===== config.mk =====
export PLATFORM = sky130hd
export DESIGN_NAME = ram_arbiter
export DESIGN_NICKNAME = d
export VERILOG_FILES = /design/src/rtl/ram_arbiter.sv
export SDC_FILE = /design/constraint.sdc
export NUM_CORES = 1
export LEC_CHECK = 0
export ABC_AREA = 1
export ABC_CLOCK_PERIOD_IN_PS = 2740
export CAP_MARGIN = 20
export CORE_AREA = 2 2 116 118
export DETAILED_ROUTE_END_ITERATION = 6
export DIE_AREA = 0 0 118 120
export PLACE_DENSITY = 0.62
export SLEW_MARGIN = 10
export SYNTH_ARGS = -nofsm -noshare
export SYNTH_HDL_FRONTEND = slang
export SYNTH_SLANG_ARGS = --single-unit

===== constraint.sdc =====
create_clock -name clk -period 2.74 [get_ports clk]
set_clock_uncertainty 0.2 [all_clocks]
set_input_delay 0.822 -clock clk [delete_from_list [all_inputs] [get_ports clk]]
set_output_delay 0.822 -clock clk [all_outputs]
set_load 0.02 [all_outputs]

===== src/rtl/ram_arbiter.sv =====
// Two-master arbiter for the single-port data RAM: core first, bounded wait and optional lock for master 1.
// Latency: zero, grant is combinational. Backpressure: a refused master sees mX_stall_o and must hold its request.
module ram_arbiter #(
  parameter int ADDR_W   = 32,
  parameter int DATA_W   = 32,
  parameter int MAX_WAIT = 8,
  parameter int MAX_LOCK = 16
) (
  input  logic              clk,
  input  logic              rst,
  input  logic              m0_ce_i,
  input  logic              m0_we_i,
  input  logic [ADDR_W-1:0] m0_addr_i,
  input  logic [DATA_W-1:0] m0_data_i,
  output logic [DATA_W-1:0] m0_data_o,
  output logic              m0_stall_o,
  input  logic              m1_ce_i,
  input  logic              m1_we_i,
  input  logic              m1_lock_i,
  input  logic [ADDR_W-1:0] m1_addr_i,
  input  logic [DATA_W-1:0] m1_data_i,
  output logic [DATA_W-1:0] m1_data_o,
  output logic              m1_stall_o,
  output logic              ram_ce_o,
  output logic              ram_we_o,
  output logic [ADDR_W-1:0] ram_addr_o,
  output logic [DATA_W-1:0] ram_data_o,
  input  logic [DATA_W-1:0] ram_data_i
);

  localparam int WAIT_W = $clog2(MAX_WAIT + 1);
  localparam int LOCK_W = $clog2(MAX_LOCK + 1);
  localparam logic [WAIT_W-1:0] WAIT_SAT = WAIT_W'(MAX_WAIT);
  localparam logic [LOCK_W-1:0] LOCK_SAT = LOCK_W'(MAX_LOCK);

  typedef enum logic {ST_FREE, ST_LOCK} state_t;

  state_t              state, state_nxt;
  logic [WAIT_W-1:0]   wait_cnt, wait_nxt;
  logic [LOCK_W-1:0]   lock_cnt, lock_nxt, lock_inc;
  logic                ign_lock, ign_nxt;
  logic                gnt0_raw, gnt1_raw;
  logic                gnt0, gnt1;

  always_ff @(posedge clk or negedge rst) begin
    if (!rst) begin
      state    <= ST_FREE;
      wait_cnt <= '0;
      lock_cnt <= '0;
      ign_lock <= 1'b0;
    end else begin
      state    <= state_nxt;
      wait_cnt <= wait_nxt;
      lock_cnt <= lock_nxt;
      ign_lock <= ign_nxt;
    end
  end

  // lock_cnt counts every m1 grant of a locked burst, the one that opens it included,
  // so a burst is at most MAX_LOCK back-to-back m1 accesses.
  always_comb begin
    gnt0_raw  = 1'b0;
    gnt1_raw  = 1'b0;
    state_nxt = state;
    lock_nxt  = lock_cnt;
    ign_nxt   = 1'b0;
    wait_nxt  = wait_cnt;
    lock_inc  = (lock_cnt == LOCK_SAT) ? lock_cnt : lock_cnt + LOCK_W'(1);

    case (state)
      ST_FREE: begin
        lock_nxt = '0;
        if (m1_ce_i && wait_cnt == WAIT_SAT) gnt1_raw = 1'b1;
        else if (m0_ce_i)                    gnt0_raw = 1'b1;
        else if (m1_ce_i)                    gnt1_raw = 1'b1;
        // ign_lock marks the slot right after a lock timeout, reserved for m0
        if (gnt1_raw && m1_lock_i && !ign_lock) begin
          if (lock_inc < LOCK_SAT) begin
            state_nxt = ST_LOCK;
            lock_nxt  = lock_inc;
          end else begin
            ign_nxt = 1'b1;
          end
        end
      end
      ST_LOCK: begin
        gnt1_raw = m1_ce_i;
        if (!m1_ce_i || !m1_lock_i) begin
          state_nxt = ST_FREE;
          lock_nxt  = '0;
        end else if (lock_inc == LOCK_SAT) begin
          state_nxt = ST_FREE;
          lock_nxt  = '0;
          ign_nxt   = 1'b1;
        end else begin
          lock_nxt = lock_inc;
        end
      end
      default: state_nxt = ST_FREE;
    endcase

    if (!m1_ce_i || gnt1_raw)    wait_nxt = '0;
    else if (wait_cnt != WAIT_SAT) wait_nxt = wait_cnt + WAIT_W'(1);
  end

  // Reset gates the grants directly so the RAM is released the moment rst falls.
  assign gnt0 = gnt0_raw & rst;
  assign gnt1 = gnt1_raw & rst;

  always_comb begin
    ram_ce_o   = 1'b0;
    ram_we_o   = 1'b0;
    ram_addr_o = '0;
    ram_data_o = '0;
    if (gnt0) begin
      ram_ce_o   = 1'b1;
      ram_we_o   = m0_we_i;
      ram_addr_o = m0_addr_i;
      ram_data_o = m0_data_i;
    end else if (gnt1) begin
      ram_ce_o   = 1'b1;
      ram_we_o   = m1_we_i;
      ram_addr_o = m1_addr_i;
      ram_data_o = m1_data_i;
    end
  end

  assign m0_data_o  = (gnt0 && !m0_we_i) ? ram_data_i : '0;
  assign m1_data_o  = (gnt1 && !m1_we_i) ? ram_data_i : '0;
  assign m0_stall_o = m0_ce_i & ~gnt0;
  assign m1_stall_o = m1_ce_i & ~gnt1;

endmodule


==> impl_metrics.toml, run 1 <==
[status]
outcome = "finished with violations"
failed_checks = "setup timing"

[floorplan]
die_w_um = 118
die_y_um = 120
row_count = 42
initial_core_util_pct = 15.5
coreArea_um2 = 13000
io_pins = 299
die_area_um2 = 14200

[finish]
fin_area_um2 = 7980
diodes = 0
final_cell_mix = "clkdlybuf4s50_1, buf_6, inv_1"
areaGrowthSynthToFinish_pct = 295
fillers = 1078
multi_input_area_um2 = 2440
layout.nets = 950
drive_above_1_share_pct = 53.2
seq_area_um2 = 275
mostFrequentLayoutCell = "clkdlybuf4s50_1"

[drt]
top_layer = "met4"
viasPerCell = 4.20
antenna_left = 0
wl_met2_um = 8730
routedWlPerCell_um = 16.9
drc = 0
finalWirelength_um = 16100
dr.pass1.iters = 4
met1_length_um = 6320
drtIter0Drc = 111
vias = 4005
dr_wl_met3_um = 723

[clock_tree]
clkSinkCount = 11
cts_buffer_depth = 2
root_buffer = "clkbuf_16"
postCtsHoldBufs = 0
clkLatencyLatePin_ns = 0.24
cts_tree = "built"
htreeDepth = 1
cts_made_buffers = 3
clk_pin_slew_ns = 0.04

[setup_path]
path_class = "in -> out"
crit_fanout = 6
crit_required_ns = 1.72
cp-start-kind = "input port"
worst_setup_path_end_kind = "output pin"
crit_arrival_ns = 2.09

[sta]
tightest_slew_ns = 0.434
finalHoldViolations = 0
finalCritPeriodShare_pct = 114
setup_slack_ns = -0.376
grt_setup_unrepaired = "true"
hold_slack_ns = 0.327
finalSetupViolations = 132
maxSlewHeadroom_pct = 70.9
fmax_ghz = 0.321
slew_viol_final = 0
fin_crit_ns = 3.12

[power]
power_leakage_nw = 3.66
pwr_density_cell_nw_per_um2 = 213
vdd_drop_max_uv = 240

[global_routing]
antenna_found_initial = 0
track_usage_pct = 19.8
grt_pass1_wl_um = 22400
grt_overflow = 0
grt_max_degree = 31
grt_pass1_vias = 4237

[placement]
io_buffer_count = 298
gp_congestion = 0.852
dpl_cell_area_um2 = 5670
place_hpwl_um = 9650

[flow_run]
maxCapViolations = 0

[synth]
yosysSeqAreaShare_pct = 13.6
synth_top_area_share_pct = 21.2
netlist_top_cells_area = "inv_1, nand2_1, nor2_1"
synth-seq-cells = 11
synthCells = 408
synth_top_cell_by_area = "inv_1"
yosysWarnings = 0
syn_avg_cell_area_um2 = 4.95
syn_nets = 579
syn_area_um2 = 2020
synth_cell_types = 22

[min_path]
hp-class = "reg -> reg"
==> critical path: stages <==
cell,delay [ns]
buf_8,0.11
inv_8,0.05
nor2_4,0.03
nand2_4,0.07
buf_6,0.12
nand2_8,0.05
or2_4,0.31
buf_12,0.15
buf_16,0.14
nor2_4,0.10
buf_6,0.13
==> worst paths after layout <==
| kind | startpoint | to | slack, ns | cells after the start |
|---|---|---|---|---|
| setup / recovery | m1_ce_i | m0_data_o[22] | -0.38 | 11 |
| max in group asynchronous | rst | lock_cnt[1] | 1.72 | 3 |
| min in group asynchronous | rst | ign_lock | 0.46 | 3 |
| setup reg to reg | wait_cnt[0] | lock_cnt[2] | 0.78 | 13 |
| hold reg to reg | wait_cnt[0] | wait_cnt[0] | 0.33 | 2 |
| hold / removal | wait_cnt[0] | wait_cnt[0] | 0.33 | 2 |
==> state kept, by name (all words and copies together), names as in the netlist <==
register  flops
ign_lock      1
lock_cnt      5
state         1
wait_cnt      4
==> cell families (layout without fill, tap and decap cells) <==
kind of cell | Yosys count | in the layout | synth area share, %
XOR/XNOR | 3 | 3 | 1.30
AND/OR/NAND/NOR | 185 | 185 | 36.7
adder cells (fa/ha/maj) | 4 | 4 | 2.48
AO/OA/AOI/OAI | 67 | 67 | 16.7
buffers and inverters | 138 | 508 | 29.1
flip-flops | 11 | 11 | 13.6
==> stage by stage <==
step	power, mW	utilization [%]	TNS, ns	std cells	setup WS, ns
after floorplan	0.512	-	-3.07	408	-0.0946
after global placement	1.00	43.6	-141.20	883	-1.22
after detailed placement	1.01	43.6	-143.57	883	-1.21
after CTS	1.57	55.9	-35.97	944	-0.394
after global routing	1.77	61.4	-44.09	954	-0.433
final	1.70	61.4	-36.85	954	-0.376
==> final cells by class <==
type                            count  share of cell area, %
Timing Repair Buffer              387                   56.4
Multi-Input combinational cell    259                   30.7
Inverter                          117                   5.73
Sequential cell                    11                   3.45
Tap cell                          176                   2.76
Clock buffer                        4                  0.988
==> Yosys cell counts <==
library cell,instances
dfrtp_1,11
inv_2,3
nand3_2,2
nand2_2,1
nor2_2,4
o21ai_0,35
o21ai_1,30
ha_1,4
a21oi_1,1
nor2_1,76
xor2_1,1
nand2_1,90
nand4_1,4
or2_1,1
buf_2,8
buf_6,8
clkbuf_1,5
nand3_1,6
nor3_1,1
o21bai_1,1
xnor2_1,2
inv_1,114
==> repair_timing <==
| action | in CTS | in global routing |
|---|---|---|
| endpoints found under the setup margin | 132 | 132 |
| endpoints found under the hold margin | 0 | 0 |
| cloned | 13 | 3 |
| buffers inserted | 44 | 10 |
| pin swaps | 10 | 16 |
| resized for setup | 1007 | 141 |
==> routing by layer <==
metal	vias to the layer above	global-route usage, %
met4	0	3.16
met1	1880	23.4
met2	167	37.9
met5	-	0
met3	26	3.23
li1	1932	-
==> report_power, final <==
group | switching, mW | total, mW | internal, mW
Clock | 0.0726 | 0.268 | 0.196
Combinational | 0.576 | 1.26 | 0.686
Sequential | 0.00375 | 0.171 | 0.168
Note: power is estimated with default switching activity, not from simulation.
==> inputs of run 2 (changes only) <==
- SKIP_CTS_REPAIR_TIMING: not set -> 1
==> impl_metrics.toml, run 2 (synthesis gave the netlist of run 1 again) <==
[power]
p_sw_mw = 0.531
pwr_density_cell_nw_per_um2 = 221
clock_power_share_pct = 19.4
power.total_mw = 1.38
intPower_mw = 0.851
seqPwrFrac_pct = 12.4
power_leakage_nw = 3.10
vdd_drop_max_uv = 230
p_sw_share_pct = 38.4
combPwrFrac_pct = 68.3

[clock_tree]
cts_tree = "built"
cts_buffer_depth = 2
root_buffer = "clkbuf_16"
clkSinkCount = 11
clk_pin_slew_ns = 0.04
htreeDepth = 1
cts_made_buffers = 3
clkLatencyLatePin_ns = 0.24

[setup_path]
cp_num_buf_inv = 5
crit_path_frequent_cell = "buf_6"
path_class = "in -> out"
crit_chain = "buf_8 > inv_6 > nor2_4 > nand2_4 > nand3_4 > nand4_1 > buf_6 > clkbuf_16 > nor2_2 > buf_6"
max_stage_delay_ns = 0.20
worst_r2r_path_depth = 6
crit_required_ns = 1.72
worst_path_max_delay_cell = "buf_6"
crit_fanout = 8
cp-start-kind = "input port"
reg2reg_from = "lock_cnt[0]"
crit_cells = 10
worst_setup_path_end_kind = "output pin"
setup.worst_path.start = "m1_ce_i"
crit_arrival_ns = 2.02
critPathTopFamily = "buffers and inverters"

[floorplan]
coreArea_um2 = 13000
row_count = 42
initial_core_util_pct = 15.5
die_y_um = 120
io_pins = 299
die_w_um = 118
die_area_um2 = 14200

[drt]
drtIter0Drc = 94
viasPerCell = 4.04
dr.pass1.iters = 4
routedWlPerCell_um = 14.7
finalWirelength_um = 13300
antenna_left = 0
vias = 3646
drc = 0

[sta]
fmax_ghz = 0.329
fin_tns_setup_ns = -28.28
fin_crit_ns = 3.04
finalSetupViolations = 131
setup_slack_ns = -0.298
maxSlewHeadroom_pct = 71.5
hold_slack_ns = 0.329
grt_setup_unrepaired = "true"
finalHoldViolations = 0
tightest_slew_ns = 0.424
slew_viol_final = 0
finalCritPeriodShare_pct = 111

[global_routing]
grt_pass1_vias = 3373
grt_overflow = 0
grt_pass1_wl_um = 17000
antenna_found_initial = 0
track_usage_pct = 14.6
grt_max_degree = 60

[min_path]
min_from = "wait_cnt[0]"
whs_path_depth = 2
hp-class = "reg -> reg"

[finish]
top_register = "lock_cnt"
fin_util_pct = 48.2
areaGrowthSynthToFinish_pct = 210
fillers = 1295
drive_above_1_share_pct = 41.3
fin_cells = 903
fin_area_um2 = 6250
diodes = 0
mostFrequentLayoutCell = "clkdlybuf4s50_1"
top_regs = "lock_cnt: 5 flops, wait_cnt: 4 flops"
final_cell_mix = "clkdlybuf4s50_1, inv_1, nand2_1"
layout.nets = 899
largest_register_ffs = 5

[placement]
dp.cells = 883
io_buffer_count = 298
post-place-ws_ns = -1.21
place_hpwl_um = 9650
dpl_cell_area_um2 = 5670
gp_congestion = 0.852

[status]
failed_checks = "setup timing"
outcome = "finished with violations"

[flow_run]
maxCapViolations = 0
==> run 2: worst register-to-register path: stages, from the launching register on <==
cell and delay (ns):
dfrtp_1 0.40, ha_1 0.22, nand3_1 0.11, xnor2_1 0.38, nor2_1 0.09, nor2_1 0.26
nor2_1 0.08
==> run 2: final timing paths <==
kind | slack (ns) | end
worst min register to register | 0.33 | wait_cnt[0]
worst max-delay path | -0.30 | m1_data_o[5]
min in group asynchronous | 0.47 | ign_lock
max in group asynchronous | 1.71 | lock_cnt[1]
worst min-delay path | 0.33 | wait_cnt[0]
worst max register to register | 0.88 | lock_cnt[2]
==> run 2: per-layer routing <==
metal  up-vias  part of all wire [%]  global-route usage [%]
li1       1823                     -                       -
met1      1658                    41                    17.7
met2       155                    54                    27.9
met3        10                   5.1                    2.57
met4         0                  0.59                   0.904
met5         -                     0                       0
==> run 2: layout make-up <==
class | count | area [um^2] | area share (%)
repair buffers | 336 | 3370 | 53.8
multi-input cells | 259 | 1870 | 29.8
inverters | 117 | 447 | 7.14
flip-flops and latches | 11 | 275 | 4.40
well taps | 176 | 220 | 3.52
clock buffers | 4 | 78.8 | 1.26
==> run 2: power by group through the flow <==
| stage | clock network (mW) | logic [mW] | registers (mW) |
|---|---|---|---|
| 2_1_floorplan | 0 | 0.339 | 0.173 |
| 6_report | 0.268 | 0.944 | 0.171 |
| 5_1_grt | 0.282 | 1.00 | 0.172 |
| 3_3_place_gp | 0 | 0.830 | 0.173 |
| 4_1_cts | 0.272 | 0.842 | 0.171 |
| 3_5_place_dp | 0 | 0.838 | 0.173 |
